[src/rtl/float_signed_pipe_to_linear_fixed_pkg.sv]
// Shared definitions for the float -> Kulisch fixed-point converter.
//   KulischDef    : accumulator word sizing helper (getBits).
//   FloatFixedDef : rounding mode enum and the stage-1 -> stage-2 pipeline entry.
// No ports (packages only).

package KulischDef;

    // Total accumulator width: integer bits (sign included) plus fraction bits.
    function automatic int getBits(input int nonFrac, input int frac);
        return nonFrac + frac;
    endfunction

endpackage

package FloatFixedDef;

    // Exponent and fraction widths the pipeline entry is sized for.
    localparam int EXP_W  = 8;
    localparam int FRAC_W = 8;

    typedef enum logic {
        TRUNC = 1'b0,   // arithmetic shift, rounds toward -inf
        RNE   = 1'b1    // round to nearest, ties to even
    } RoundMode_t;

    // Decoded beat handed from stage 1 to stage 2.
    // rshift is forced to 0 whenever a special/overflow/underflow flag is set,
    // so the shifter only ever sees an in-range amount.
    typedef struct packed {
        logic                    sign;
        logic                    isZero;
        logic                    isInf;
        logic                    underflow;
        logic                    expOvf;
        logic signed [EXP_W:0]   rshift;
        logic [FRAC_W:0]         mant;
    } StageEntry_t;

endpackage

[src/rtl/float_signed_pipe_to_linear_fixed_if.sv]
// Bus bundle for float_signed_pipe_to_linear_fixed.
//   in_*      : upstream float beat with valid/ready handshake
//   out_*     : downstream fixed-point beat with valid/ready handshake
//   ovf_*     : sticky overflow status and its synchronous clear
// master = the side driving the float beats and consuming results; slave = the converter.

interface float_signed_pipe_to_linear_fixed_if #(
    parameter int SIGNED_EXP = 8,
    parameter int FRAC       = 8,
    parameter int TOTAL      = 20
);
    logic                  in_valid;
    logic                  in_ready;
    logic                  in_sign;
    logic [SIGNED_EXP-1:0] in_exp;
    logic [FRAC-1:0]       in_frac;
    logic                  in_isZero;
    logic                  in_isInf;
    logic                  out_valid;
    logic                  out_ready;
    logic [TOTAL-1:0]      out_bits;
    logic                  out_isInf;
    logic                  out_isOverflow;
    logic                  out_overflowSign;
    logic                  ovf_sticky;
    logic                  ovf_clear;

    modport master (
        output in_valid, in_sign, in_exp, in_frac, in_isZero, in_isInf, out_ready, ovf_clear,
        input  in_ready, out_valid, out_bits, out_isInf, out_isOverflow, out_overflowSign, ovf_sticky
    );

    modport slave (
        input  in_valid, in_sign, in_exp, in_frac, in_isZero, in_isInf, out_ready, ovf_clear,
        output in_ready, out_valid, out_bits, out_isInf, out_isOverflow, out_overflowSign, ovf_sticky
    );
endinterface

[src/rtl/float_signed_pipe_to_linear_fixed_round_shift.sv]
// float_fixed_round_shift: combinational magnitude alignment and rounding.
//   mant     in  {1,frac}, leading one lands on the 2^(ACC_NON_FRAC-1) position before shifting
//   shAmt    in  right-shift amount (0 .. TOTAL+1)
//   sign     in  value sign, only used by the truncate-toward--inf mode
//   mag      out rounded unsigned magnitude, LSB weight 2^-ACC_FRAC
//   carryOut out magnitude reached 2^(ACC_NON_FRAC-1) (top bit of mag)

module float_fixed_round_shift
    import FloatFixedDef::*;
#(
    parameter int         FRAC    = 8,
    parameter int         TOTAL   = 20,
    parameter int         SHIFT_W = 9,
    parameter RoundMode_t MODE    = RNE
) (
    input  logic [FRAC:0]        mant,
    input  logic [SHIFT_W-1:0]   shAmt,
    input  logic                 sign,
    output logic [TOTAL-1:0]     mag,
    output logic                 carryOut
);
    // Padding below the mantissa must cover the largest shift so nothing
    // falls off the bottom; every discarded bit stays visible to sticky.
    localparam int EW  = TOTAL + FRAC;
    localparam int PAD = TOTAL + 2;
    localparam int WW  = EW + PAD;

    logic [WW-1:0]    wide;
    logic [WW-1:0]    shifted;
    logic [TOTAL-1:0] kept;
    logic             guard;
    logic             sticky;
    logic             roundUp;

    function automatic logic rneUp(input logic g, input logic s, input logic lsb);
        return g && (s || lsb);
    endfunction

    // Magnitude truncation of a negative value moves toward zero; any
    // discarded weight must bump it to reach -inf after negation.
    function automatic logic floorUp(input logic neg, input logic g, input logic s);
        return neg && (g || s);
    endfunction

    assign wide    = {mant, {(TOTAL-1){1'b0}}, {PAD{1'b0}}};
    assign shifted = wide >> shAmt;
    assign kept    = shifted[WW-1 -: TOTAL];
    assign guard   = shifted[PAD+FRAC-1];
    assign sticky  = |shifted[PAD+FRAC-2:0];
    assign roundUp = (MODE == RNE) ? rneUp(guard, sticky, kept[0]) : floorUp(sign, guard, sticky);

    assign mag      = kept + {{(TOTAL-1){1'b0}}, roundUp};
    assign carryOut = mag[TOTAL-1];
endmodule

[src/rtl/float_signed_pipe_to_linear_fixed.sv]
// float_signed_pipe_to_linear_fixed: elastic 2-stage float -> two's-complement Kulisch word.
//   clock  in  rising-edge clock
//   reset  in  asynchronous, active-high; drops in-flight beats, clears outputs and sticky
//   bus    slave side of float_signed_pipe_to_linear_fixed_if (in_*, out_*, ovf_*)
// Stage 1 decodes specials and exponent range; stage 2 shifts, rounds, saturates and negates.

module float_signed_pipe_to_linear_fixed
    import FloatFixedDef::*;
#(
    parameter int SIGNED_EXP   = EXP_W,
    parameter int FRAC         = FRAC_W,
    parameter int ACC_NON_FRAC = 16,
    parameter int ACC_FRAC     = 4,
    parameter int ROUND_MODE   = 1
) (
    input  logic clock,
    input  logic reset,
    float_signed_pipe_to_linear_fixed_if.slave bus
);
    localparam int         TOTAL = KulischDef::getBits(ACC_NON_FRAC, ACC_FRAC);
    localparam int         SH_W  = SIGNED_EXP + 1;
    localparam RoundMode_t RMODE = (ROUND_MODE != 0) ? RNE : TRUNC;
    localparam logic signed [SH_W-1:0] TOP_EXP   = SH_W'(ACC_NON_FRAC - 1);
    localparam logic signed [SH_W-1:0] UFL_SHIFT = SH_W'(TOTAL + 1);

    function automatic logic [TOTAL-1:0] satValue(input logic neg);
        return neg ? {1'b1, {(TOTAL-1){1'b0}}} : {1'b0, {(TOTAL-1){1'b1}}};
    endfunction

    logic              vld_p1, vld_p2;
    logic              adv1, adv2;
    StageEntry_t       ent, ent_p1;
    logic signed [SH_W-1:0] rshift;
    logic              special, exactNegTop, expOvf, underflow;
    logic [TOTAL-1:0]  mag;
    logic              carryOut;
    logic signed [TOTAL-1:0] bitsNext;
    logic              infNext, ovfNext, ovfSignNext;
    logic [TOTAL-1:0]  bits_p2;
    logic              inf_p2, ovf_p2, ovfSign_p2, sticky;

    assign adv2 = !vld_p2 || bus.out_ready;
    assign adv1 = !vld_p1 || adv2;

    assign bus.in_ready         = adv1;
    assign bus.out_valid        = vld_p2;
    assign bus.out_bits         = bits_p2;
    assign bus.out_isInf        = inf_p2;
    assign bus.out_isOverflow   = ovf_p2;
    assign bus.out_overflowSign = ovfSign_p2;
    assign bus.ovf_sticky       = sticky;

    // ---- stage 1: decode ----
    // One extra bit keeps (ACC_NON_FRAC-1) - exp from wrapping.
    assign rshift      = TOP_EXP - $signed({bus.in_exp[SIGNED_EXP-1], bus.in_exp});
    assign special     = bus.in_isInf || bus.in_isZero;
    // -2^(ACC_NON_FRAC-1) is the single value at the top exponent that fits.
    assign exactNegTop = bus.in_sign && (bus.in_frac == '0) && (rshift == '0);
    assign expOvf      = !special && (rshift[SH_W-1] || ((rshift == '0) && !exactNegTop));
    assign underflow   = !special && (rshift > UFL_SHIFT);

    always_comb begin
        ent           = '0;
        ent.sign      = bus.in_sign;
        ent.isZero    = bus.in_isZero;
        ent.isInf     = bus.in_isInf;
        ent.underflow = underflow;
        ent.expOvf    = expOvf;
        ent.rshift    = (special || expOvf || underflow) ? '0 : rshift;
        ent.mant      = {1'b1, bus.in_frac};
    end

    always_ff @(posedge clock) begin
        if (adv1 && bus.in_valid) ent_p1 <= ent;
    end

    // ---- stage 2: align, round, saturate, negate ----
    float_fixed_round_shift #(
        .FRAC    (FRAC),
        .TOTAL   (TOTAL),
        .SHIFT_W (SH_W),
        .MODE    (RMODE)
    ) u_roundShift (
        .mant     (ent_p1.mant),
        .shAmt    ($unsigned(ent_p1.rshift)),
        .sign     (ent_p1.sign),
        .mag      (mag),
        .carryOut (carryOut)
    );

    always_comb begin
        bitsNext    = ent_p1.sign ? -$signed(mag) : $signed(mag);
        infNext     = 1'b0;
        ovfNext     = 1'b0;
        ovfSignNext = 1'b0;
        if (ent_p1.isInf) begin
            bitsNext = '0;
            infNext  = 1'b1;
        end else if (ent_p1.isZero || ent_p1.underflow) begin
            bitsNext = '0;
        end else if (ent_p1.expOvf || (carryOut && !ent_p1.sign)) begin
            // A negative carry into the top bit is exactly -2^(ACC_NON_FRAC-1).
            bitsNext    = $signed(satValue(ent_p1.sign));
            ovfNext     = 1'b1;
            ovfSignNext = ent_p1.sign;
        end
    end

    always_ff @(posedge clock or posedge reset) begin
        if (reset) begin
            vld_p1     <= 1'b0;
            vld_p2     <= 1'b0;
            bits_p2    <= '0;
            inf_p2     <= 1'b0;
            ovf_p2     <= 1'b0;
            ovfSign_p2 <= 1'b0;
            sticky     <= 1'b0;
        end else begin
            if (adv1) vld_p1 <= bus.in_valid;
            if (adv2) vld_p2 <= vld_p1;
            if (adv2 && vld_p1) begin
                bits_p2    <= bitsNext;
                inf_p2     <= infNext;
                ovf_p2     <= ovfNext;
                ovfSign_p2 <= ovfSignNext;
            end
            if (bus.ovf_clear)                          sticky <= 1'b0;
            else if (vld_p2 && bus.out_ready && ovf_p2) sticky <= 1'b1;
        end
    end
endmodule

[src/flat_wrapper.sv]
// flat-port wrapper written by rule: the top's interface ports become plain ports
module float_signed_pipe_to_linear_fixed_flat import FloatFixedDef::*;
#(
    parameter int SIGNED_EXP   = EXP_W,
    parameter int FRAC         = FRAC_W,
    parameter int ACC_NON_FRAC = 16,
    parameter int ACC_FRAC     = 4,
    parameter int ROUND_MODE   = 1
)
  (clock, reset, bus_in_valid, bus_in_sign, bus_in_exp, bus_in_frac, bus_in_isZero, bus_in_isInf, bus_out_ready, bus_ovf_clear, bus_in_ready, bus_out_valid, bus_out_bits, bus_out_isInf, bus_out_isOverflow, bus_out_overflowSign, bus_ovf_sticky);
  float_signed_pipe_to_linear_fixed_if #(.SIGNED_EXP(SIGNED_EXP), .FRAC(FRAC), .TOTAL(20)) bus_i ();
  input  logic clock;
  input  logic reset;
  input wire logic [$bits(bus_i.in_valid)-1:0] bus_in_valid;
  input wire logic [$bits(bus_i.in_sign)-1:0] bus_in_sign;
  input wire logic [$bits(bus_i.in_exp)-1:0] bus_in_exp;
  input wire logic [$bits(bus_i.in_frac)-1:0] bus_in_frac;
  input wire logic [$bits(bus_i.in_isZero)-1:0] bus_in_isZero;
  input wire logic [$bits(bus_i.in_isInf)-1:0] bus_in_isInf;
  input wire logic [$bits(bus_i.out_ready)-1:0] bus_out_ready;
  input wire logic [$bits(bus_i.ovf_clear)-1:0] bus_ovf_clear;
  output wire logic [$bits(bus_i.in_ready)-1:0] bus_in_ready;
  output wire logic [$bits(bus_i.out_valid)-1:0] bus_out_valid;
  output wire logic [$bits(bus_i.out_bits)-1:0] bus_out_bits;
  output wire logic [$bits(bus_i.out_isInf)-1:0] bus_out_isInf;
  output wire logic [$bits(bus_i.out_isOverflow)-1:0] bus_out_isOverflow;
  output wire logic [$bits(bus_i.out_overflowSign)-1:0] bus_out_overflowSign;
  output wire logic [$bits(bus_i.ovf_sticky)-1:0] bus_ovf_sticky;
  assign bus_i.in_valid = bus_in_valid;
  assign bus_i.in_sign = bus_in_sign;
  assign bus_i.in_exp = bus_in_exp;
  assign bus_i.in_frac = bus_in_frac;
  assign bus_i.in_isZero = bus_in_isZero;
  assign bus_i.in_isInf = bus_in_isInf;
  assign bus_i.out_ready = bus_out_ready;
  assign bus_i.ovf_clear = bus_ovf_clear;
  assign bus_in_ready = bus_i.in_ready;
  assign bus_out_valid = bus_i.out_valid;
  assign bus_out_bits = bus_i.out_bits;
  assign bus_out_isInf = bus_i.out_isInf;
  assign bus_out_isOverflow = bus_i.out_isOverflow;
  assign bus_out_overflowSign = bus_i.out_overflowSign;
  assign bus_ovf_sticky = bus_i.ovf_sticky;
  float_signed_pipe_to_linear_fixed #(.SIGNED_EXP(SIGNED_EXP), .FRAC(FRAC), .ACC_NON_FRAC(ACC_NON_FRAC), .ACC_FRAC(ACC_FRAC), .ROUND_MODE(ROUND_MODE)) u_core (.clock(clock), .reset(reset), .bus(bus_i));
endmodule
[config.mk]
export PLATFORM = sky130hd
export DESIGN_NAME = float_signed_pipe_to_linear_fixed_flat
export DESIGN_NICKNAME = d
export VERILOG_FILES = /design/src/rtl/float_signed_pipe_to_linear_fixed_pkg.sv /design/src/rtl/float_signed_pipe_to_linear_fixed_if.sv /design/src/rtl/float_signed_pipe_to_linear_fixed_round_shift.sv /design/src/rtl/float_signed_pipe_to_linear_fixed.sv /design/src/flat_wrapper.sv
export SDC_FILE = /design/constraint.sdc
export NUM_CORES = 1
export LEC_CHECK = 0
export CAP_MARGIN = 20
export CORE_ASPECT_RATIO = 0.5
export CORE_UTILIZATION = 57
export CTS_CLUSTER_DIAMETER = 40
export DETAILED_ROUTE_END_ITERATION = 7
export PLACE_DENSITY = 0.77
export SLEW_MARGIN = 30
export SYNTH_ARGS = -nofsm -noshare
export SYNTH_HDL_FRONTEND = slang
export SYNTH_SLANG_ARGS = --single-unit
[constraint.sdc]
create_clock -name clock -period 8.7 [get_ports clock]
set_clock_uncertainty 0.05 [all_clocks]
set_input_delay 2.175 -clock clock [delete_from_list [all_inputs] [get_ports clock]]
set_output_delay 2.175 -clock clock [all_outputs]
set_load 0.005 [all_outputs]
==> impl_metrics.sql, run 1 <==
INSERT INTO impl_metrics (metric_group, metric, value, unit) VALUES
('run_status', 'outcome', 'completed', ''),
('floorplan', 'ios', '50', ''),
('yosys', 'number_of_enable_flip_flop_cells_after_synthesis', '22', ''),
('power', 'irDropWorstVdd', '0.0000776', 'V'),
('setup_path', 'path_common_cell', 'sky130_fd_sc_hd__clkdlybuf4s50_1', ''),
('clock_tree', 'clock_latency_of_the_later_clocked_register_in_the_worst_skew_pair', '0.29', 'ns'),
('power', 'net-switching-power', '0.184', 'mW'),
('floorplan', 'fp.coreArea', '6940', 'µm²'),
('final_layout', 'layout-drive-gt1-share', '0.0883', ''),
('grt', 'busiest_layer', 'met1', ''),
('setup_path', 'path_depth', '3', ''),
('setup_path', 'crit_path_max_fanout', '3', ''),
('yosys', 'synthSimpleGateAreaFrac', '0.261', ''),
('placement', 'dpl-instance-area', '4730', 'µm²'),
('yosys', 'synth-xor-area-share', '0.0351', ''),
('clock_tree', 'cts_root_buffer', 'sky130_fd_sc_hd__clkbuf_16', ''),
('grt', 'use_met1', '0.481', ''),
('clock_tree', 'clk_transition_reported_paths', '0.06', 'ns'),
('grt', 'grt.met3_usage', '0.0931', ''),
('yosys', 'synth_top_family_by_area', 'compound AO/OA/AOI/OAI gates', ''),
('sta', 'max_freq', '180', 'MHz'),
('setup_path', 'critPathTopFamily', 'buffers and inverters', ''),
('final_layout', 'nFillCells', '567', ''),
('grt', 'first_global_vias', '3659', ''),
('yosys', 'netlist_instances', '497', ''),
('floorplan', 'fp.dieH', '63.0', 'µm'),
('setup_path', 'crit_type', 'in2out', ''),
('yosys', 'async_flop_share', '0.542', ''),
('setup_path', 'worstPathBufferInverterCount', '2', ''),
('yosys', 'synthFlopType', 'sky130_fd_sc_hd__dfrtp_1', ''),
('yosys', 'synth.top_cell.area_share', '0.156', ''),
('grt', 'number_of_antenna_violations_at_the_first_check_in_global_routing', '0', ''),
('power', 'seq_power_share', '0.444', ''),
('grt', 'grt_start_max_net_pins', '37', ''),
('sta', 'worst_slew_margin_rel', '0.355', ''),
('min_path', 'hold-path-cell-count', '2', ''),
('final_layout', 'post-route-cell-area', '4890', 'µm²'),
('yosys', 'ys_seq_area_frac', '0.310', ''),
('grt', 'globalRoute.totalOverflow', '0', ''),
('clock_tree', 'tritoncts.num_buffers', '5', ''),
('routing', 'vias', '4163', ''),
('placement', 'port_buffers', '49', ''),
('setup_path', 'crit_path_cell_trace', 'clkdlybuf4s50_1, nand3b_1, clkdlybuf4s50_1', ''),
('placement', 'final_estimated_routing_congestion_in_global_placement', '0.988', ''),
('setup_path', 'crit_required', '6.48', 'ns'),
('final_layout', 'finalNetCount', '560', ''),
('routing', 'drc', '0', ''),
('yosys', 'yosys-top-cells-area', 'sky130_fd_sc_hd__edfxtp_1, sky130_fd_sc_hd__dfrtp_1, sky130_fd_sc_hd__nand2_1', ''),
('yosys', 'synth-adder-area-share', '0.0148', ''),
('clock_tree', 'htree_levels', '2', ''),
('grt', 'wire_length_of_the_first_global_routing_pass', '19.0', 'mm'),
('power', 'areal_power_density_over_the_cells', '126', 'nW/µm²'),
('setup_path', 'worst_path_largest_cell_delay', '0.51', 'ns'),
('routing', 'drt_pre_antenna_iters', '5', ''),
('floorplan', 'rows', '21', ''),
('power', 'pwr-share-clk', '0.323', ''),
('final_layout', 'num_antenna_cells', '0', ''),
('grt', 'global_routing_met2_resource_utilization', '0.447', ''),
('yosys', 'synth_mux_area_frac', '0.0632', ''),
('sta', 'grt_setup_unrepaired', 'no', ''),
('yosys', 'post_synthesis_sequential_element_count', '48', ''),
('sta', 'minimum_period_implied_by_the_final_worst_setup_slack', '5.56', 'ns'),
('power', 'power_leakage', '1.81', 'nW'),
('sta', 'timing.final.max_slew_violations', '0', ''),
('job', 'max_cap_violations', '0', ''),
('floorplan', 'die_x', '124', 'µm'),
('setup_path', 'startpoint_type', 'primary input', ''),
('placement', 'dpl.hpwl', '8.60', 'mm'),
('yosys', 'yosys_warnings', '0', ''),
('clock_tree', 'cts_max_path_buffers', '2', ''),
('yosys', 'cell_area_after_synthesis', '4240', 'µm²');
logic make-up after synthesis:
group,count (synthesis)
xor gates and xnor gates,17
AOI/OAI and AO/OA,154
and+or+nand+nor,205
DFF,48
adders and majority gates,5
muxes,23
other,1
buffers and inverters,44
power groups by stage:
stage	registers [mW]	clock network, mW	logic [mW]
detailed placement	0.278	0	0.137
CTS	0.273	0.198	0.139
global placement	0.277	0	0.135
global route	0.275	0.208	0.157
floorplan	0.266	0	0.0982
finish	0.273	0.198	0.143
tightest hold or removal path, cell delays in order, from the launching register on:
cell	delay, ns
sky130_fd_sc_hd__dfrtp_1	0.34
sky130_fd_sc_hd__nand2_1	0.05
sky130_fd_sc_hd__nand2_1	0.05
layout by cell type, fill, tap and decap left out, types with 7 or more instances in the layout:
cell type,count
sky130_fd_sc_hd__mux2i_1,11
sky130_fd_sc_hd__a31oi_1,7
sky130_fd_sc_hd__o211ai_1,7
sky130_fd_sc_hd__nand2b_1,7
sky130_fd_sc_hd__o21ai_0,34
sky130_fd_sc_hd__a21oi_1,33
sky130_fd_sc_hd__nor3_1,13
sky130_fd_sc_hd__nor2_1,46
sky130_fd_sc_hd__xnor2_1,11
sky130_fd_sc_hd__edfxtp_1,22
sky130_fd_sc_hd__nand3_1,19
sky130_fd_sc_hd__dfrtp_1,26
sky130_fd_sc_hd__nand2_1,56
sky130_fd_sc_hd__mux2_2,9
sky130_fd_sc_hd__inv_1,15
sky130_fd_sc_hd__clkdlybuf4s50_1,49
through the flow:
step | total power, mW | worst slack (ns) | utilization | hold WS (ns) | std cells
floorplan | 0.364 | 4.13 | - | 0.413 | 499
global placement | 0.413 | 3.15 | 0.682 | 0.401 | 615
detailed placement | 0.415 | 3.14 | 0.682 | 0.406 | 615
CTS | 0.610 | 3.13 | 0.703 | 0.420 | 623
global route | 0.640 | 3.06 | 0.706 | 0.449 | 624
finish | 0.614 | 3.14 | 0.706 | 0.415 | 624
area by class of cell:
class                           instances  area [µm²]  area share
Multi-Input combinational cell        407        2730       0.559
Sequential cell                        48        1310       0.268
Timing Repair Buffer                   53         528       0.108
Clock buffer                            8         146      0.0299
Tap cell                               92         115      0.0235
Inverter                               16        60.1      0.0123
metal layers:
metal	up-vias	part of all wire
met2	263	0.41
met4	0	0.013
met5	-	0
met1	1921	0.46
li1	1961	-
met3	18	0.12
cells in the mapped netlist (all sizes together), types with 11 or more instances:
library cell  count
edfxtp           22
dfrtp            26
mux2i            11
nor3             14
nand2            57
o21ai            39
inv              16
nand3            21
a21oi            34
nor2             47
xnor2            11
buf              16
clkbuf           12
flip-flops by register name, indices dropped and copies added, names as in the netlist:
name                         count
u_core.ent_p1                   22
u_core.bus.out_bits             20
u_core.bus.out_isInf             1
u_core.bus.out_isOverflow        1
u_core.bus.out_overflowSign      1
u_core.bus.out_valid             1
u_core.bus.ovf_sticky            1
u_core.vld_p1                    1
worst paths after layout:
check	startpoint	endpoint	slack [ns]
worst max-delay path	bus_out_ready	bus_in_ready	3.14
max in group asynchronous	reset	u_core.bus.out_bits[3]	6.05
worst min register to register	u_core.bus.out_bits[0]	u_core.bus.out_bits[0]	0.41
worst max register to register	u_core.ent_p1[11]	u_core.bus.out_bits[18]	3.78
min in group asynchronous	reset	u_core.bus.out_valid	2.19
worst min-delay path	u_core.bus.out_bits[0]	u_core.bus.out_bits[0]	0.41
No activity file was read; power rests on OpenSTA's default activity.
==> inputs of run 2 (changes only) <==
Clock period 8.7 ns to 5.2 ns, I/O delays scaled along.
==> run 2 against run 1 <==
Net effect: hold slack better by 0.012 ns; via count is 0.19% lower; total power is 64% higher; worst setup slack worse by 2.7 ns; flip-flop and latch count stayed put; global-route usage is 0.48 points higher.
==> impl_metrics.sql, run 2 (same netlist as run 1, synthesis figures left out) <==
INSERT INTO impl_metrics (metric_group, metric, value, unit) VALUES
('run_status', 'outcome', 'completed', ''),
('sta', 'setup_slack', '0.482', 'ns'),
('sta', 'max_freq', '212', 'MHz'),
('routing', 'wirelength_routed', '11.9', 'mm'),
('routing', 'drtAntennaViolNets', '0', ''),
('setup_path', 'worst_setup_path_endpoint', 'u_core.bus.out_bits[18]', ''),
('sta', 'timing.final.max_slew_violations', '0', ''),
('sta', 'report.final.hold_viol_count', '0', ''),
('clock_tree', 'htree_levels', '2', ''),
('setup_path', 'r2r.worst_path.cells', '13', ''),
('sta', 'finalSetupViolCount', '0', ''),
('sta', 'holdWs', '0.426', 'ns'),
('power', 'design_power_total', '1.01', 'mW'),
('setup_path', 'path_common_cell', 'sky130_fd_sc_hd__o21ai_0', ''),
('grt', 'wire_length_of_the_first_global_routing_pass', '19.4', 'mm'),
('setup_path', 'crit_path_cell_trace', 'mux2_2, o21ai_0, a2bb2oi_1, o21ai_0, o311ai_1, a311oi_1, inv_1, ha_1, o21ai_0, a2111oi_4, nand3_4, or4_1, a32o_1', ''),
('final_layout', 'largest-register', 'u_core.ent_p1', ''),
('clock_tree', 'tritoncts.num_buffers', '5', ''),
('clock_tree', 'cts_tree', 'yes', ''),
('floorplan', 'ios', '50', ''),
('clock_tree', 'clk_transition_reported_paths', '0.06', 'ns'),
('power', 'power.switching_fraction', '0.299', ''),
('setup_path', 'worst_path_largest_cell_delay', '0.79', 'ns'),
('power', 'irDropWorstVdd', '0.000206', 'V'),
('power', 'net-switching-power', '0.302', 'mW'),
('power', 'seq_power_share', '0.449', ''),
('placement', 'dp_slack', '0.608', 'ns'),
('grt', 'globalRoute.totalOverflow', '0', ''),
('final_layout', 'area_delta_synth_final', '16.5', '%'),
('final_layout', 'final_common_cell', 'sky130_fd_sc_hd__nand2_1', ''),
('routing', 'vias_per_cell', '6.58', ''),
('sta', 'grt_setup_unrepaired', 'no', ''),
('setup_path', 'crit_required', '5.33', 'ns'),
('power', 'areal_power_density_over_the_cells', '205', 'nW/µm²'),
('clock_tree', 'post-cts-setup-buffer-count', '0', ''),
('final_layout', 'post-route-cell-area', '4930', 'µm²'),
('min_path', 'min-delay-path-class', 'reg2reg', ''),
('sta', 'final.setup.tns', '0', 'ns'),
('clock_tree', 'post_cts.resized_instances', '0', ''),
('floorplan', 'start_util', '0.611', ''),
('final_layout', 'num_antenna_cells', '0', ''),
('final_layout', 'layout_common_cells', 'sky130_fd_sc_hd__nand2_1, sky130_fd_sc_hd__clkdlybuf4s50_1, sky130_fd_sc_hd__nor2_1', ''),
('floorplan', 'fp.coreArea', '6940', 'µm²'),
('final_layout', 'register_area', '1310', 'µm²'),
('setup_path', 'critical_path.reg2reg.startpoint', 'u_core.ent_p1[11]', ''),
('clock_tree', 'clock_latency_of_the_later_clocked_register_in_the_worst_skew_pair', '0.29', 'ns'),
('final_layout', 'fin_cells', '631', ''),
('sta', 'timing_worst_slew_pin_value', '0.891', 'ns'),
('routing', 'drt_iter0_drc', '594', ''),
('floorplan', 'fp.dieH', '63.0', 'µm'),
('routing', 'vias', '4155', ''),
('sta', 'fin_crit_sh', '0.907', ''),
('final_layout', 'finalNetCount', '567', ''),
('placement', 'dpl.hpwl', '9.12', 'mm'),
('placement', 'port_buffers', '49', ''),
('routing', 'drt_pre_antenna_iters', '6', ''),
('clock_tree', 'numClockSinks', '48', ''),
('final_layout', 'final_core_utilization', '0.711', ''),
('placement', 'count_of_placed_standard_cells_including_taps', '623', ''),
('power', 'pwr-share-clk', '0.307', ''),
('job', 'max_cap_violations', '0', ''),
('grt', 'number_of_antenna_violations_at_the_first_check_in_global_routing', '0', ''),
('sta', 'worst_slew_margin_rel', '0.405', ''),
('final_layout', 'largest_register_ffs', '22', ''),
('setup_path', 'r2r_setup_slack', '0.48', 'ns'),
('setup_path', 'crit_type', 'reg2reg', ''),
('placement', 'final_estimated_routing_congestion_in_global_placement', '0.985', ''),
('clock_tree', 'cts_hold_buffers', '0', ''),
('final_layout', 'nFillCells', '543', ''),
('placement', 'dpl-instance-area', '4790', 'µm²'),
('final_layout', 'layout-drive-gt1-share', '0.100', ''),
('clock_tree', 'cts_root_buffer', 'sky130_fd_sc_hd__clkbuf_16', ''),
('floorplan', 'rows', '21', ''),
('setup_path', 'cp_slowest_cell', 'sky130_fd_sc_hd__edfxtp_1', ''),
('setup_path', 'startpoint_type', 'flop', ''),
('sta', 'minimum_period_implied_by_the_final_worst_setup_slack', '4.72', 'ns'),
('grt', 'gr-usage-all-layers', '0.325', ''),
('setup_path', 'arrival', '4.85', 'ns'),
('final_layout', 'multiInputGateArea', '2740', 'µm²'),
('power', 'power_leakage', '1.83', 'nW'),
('floorplan', 'die_x', '124', 'µm'),
('routing', 'drt-wirelength-per-cell', '18.9', 'µm'),
('power', 'cellInternalPower', '0.708', 'mW'),
('setup_path', 'worstReg2RegEnd', 'u_core.bus.out_bits[18]', ''),
('setup_path', 'worstSetupEndpointType', 'flop', ''),
('grt', 'grt_start_max_net_pins', '34', ''),
('clock_tree', 'cts_max_path_buffers', '2', ''),
('setup_path', 'crit_path_max_fanout', '21', ''),
('setup_path', 'critPathLaunch', 'u_core.ent_p1[11]', ''),
('power', 'comb_power_share', '0.244', ''),
('grt', 'first_global_vias', '3723', ''),
('floorplan', 'fp.dieArea', '7800', 'µm²'),
('routing', 'drc', '0', '');
[run 2: power by group through the flow]
stage | Clock (mW) | Sequential [mW] | Combinational, mW
6_report | 0.310 | 0.454 | 0.247
5_1_grt | 0.332 | 0.457 | 0.269
4_1_cts | 0.313 | 0.453 | 0.241
3_5_place_dp | 0 | 0.461 | 0.239
3_3_place_gp | 0 | 0.459 | 0.238
2_1_floorplan | 0 | 0.446 | 0.164
[run 2: cell type report]
cell class / instances / area share
Inverter: 16 / 0.0122
Clock buffer: 7 / 0.0269
Clock inverter: 1 / 0.000761
Multi-Input combinational cell: 407 / 0.555
Timing Repair Buffer: 60 / 0.116
Tap cell: 92 / 0.0233
Sequential cell: 48 / 0.266
[run 2: routing by layer]
| layer | track usage | routed length [µm] | vias to the layer above |
|---|---|---|---|
| li1 | - | - | 1968 |
| met1 | 0.501 | 5510 | 1900 |
| met2 | 0.450 | 4810 | 259 |
| met3 | 0.0812 | 1390 | 28 |
| met4 | 0.0670 | 199 | 0 |
| met5 | 0 | 0 | - |
[run 2: worst min-delay path by stage]
| stage | startpoint | depth (start not counted) | slack, ns | to |
|---|---|---|---|---|
| after CTS | u_core.bus.out_bits[5] | 2 | 0.43 | u_core.bus.out_bits[5] |
| after global routing | u_core.bus.out_bits[2] | 1 | 0.46 | u_core.bus.out_bits[2] |
| after floorplan | u_core.bus.out_bits[0] | 2 | 0.41 | u_core.bus.out_bits[0] |
| after global placement | u_core.bus.out_bits[0] | 2 | 0.40 | u_core.bus.out_bits[0] |
| final | u_core.bus.out_bits[5] | 2 | 0.43 | u_core.bus.out_bits[5] |
| after detailed placement | u_core.bus.out_bits[5] | 2 | 0.41 | u_core.bus.out_bits[5] |
[run 2: worst max-delay path, delay by kind of cell (launching register included)]
family | cells | cell delay, ns
AND/OR/NAND/NOR | 2 | 0.67
AO/OA/AOI/OAI | 8 | 2.35
adder cells (fa/ha/maj) | 1 | 0.17
flip-flops | 1 | 0.79
multiplexers | 1 | 0.44
buffers and inverters | 1 | 0.12
==> inputs of run 3 (changes only) <==
Settings changed: CTS_CLUSTER_SIZE set to 25.
==> results of run 3 <==
Same layout as run 2: the final DEF is identical, and so are final timing and power.
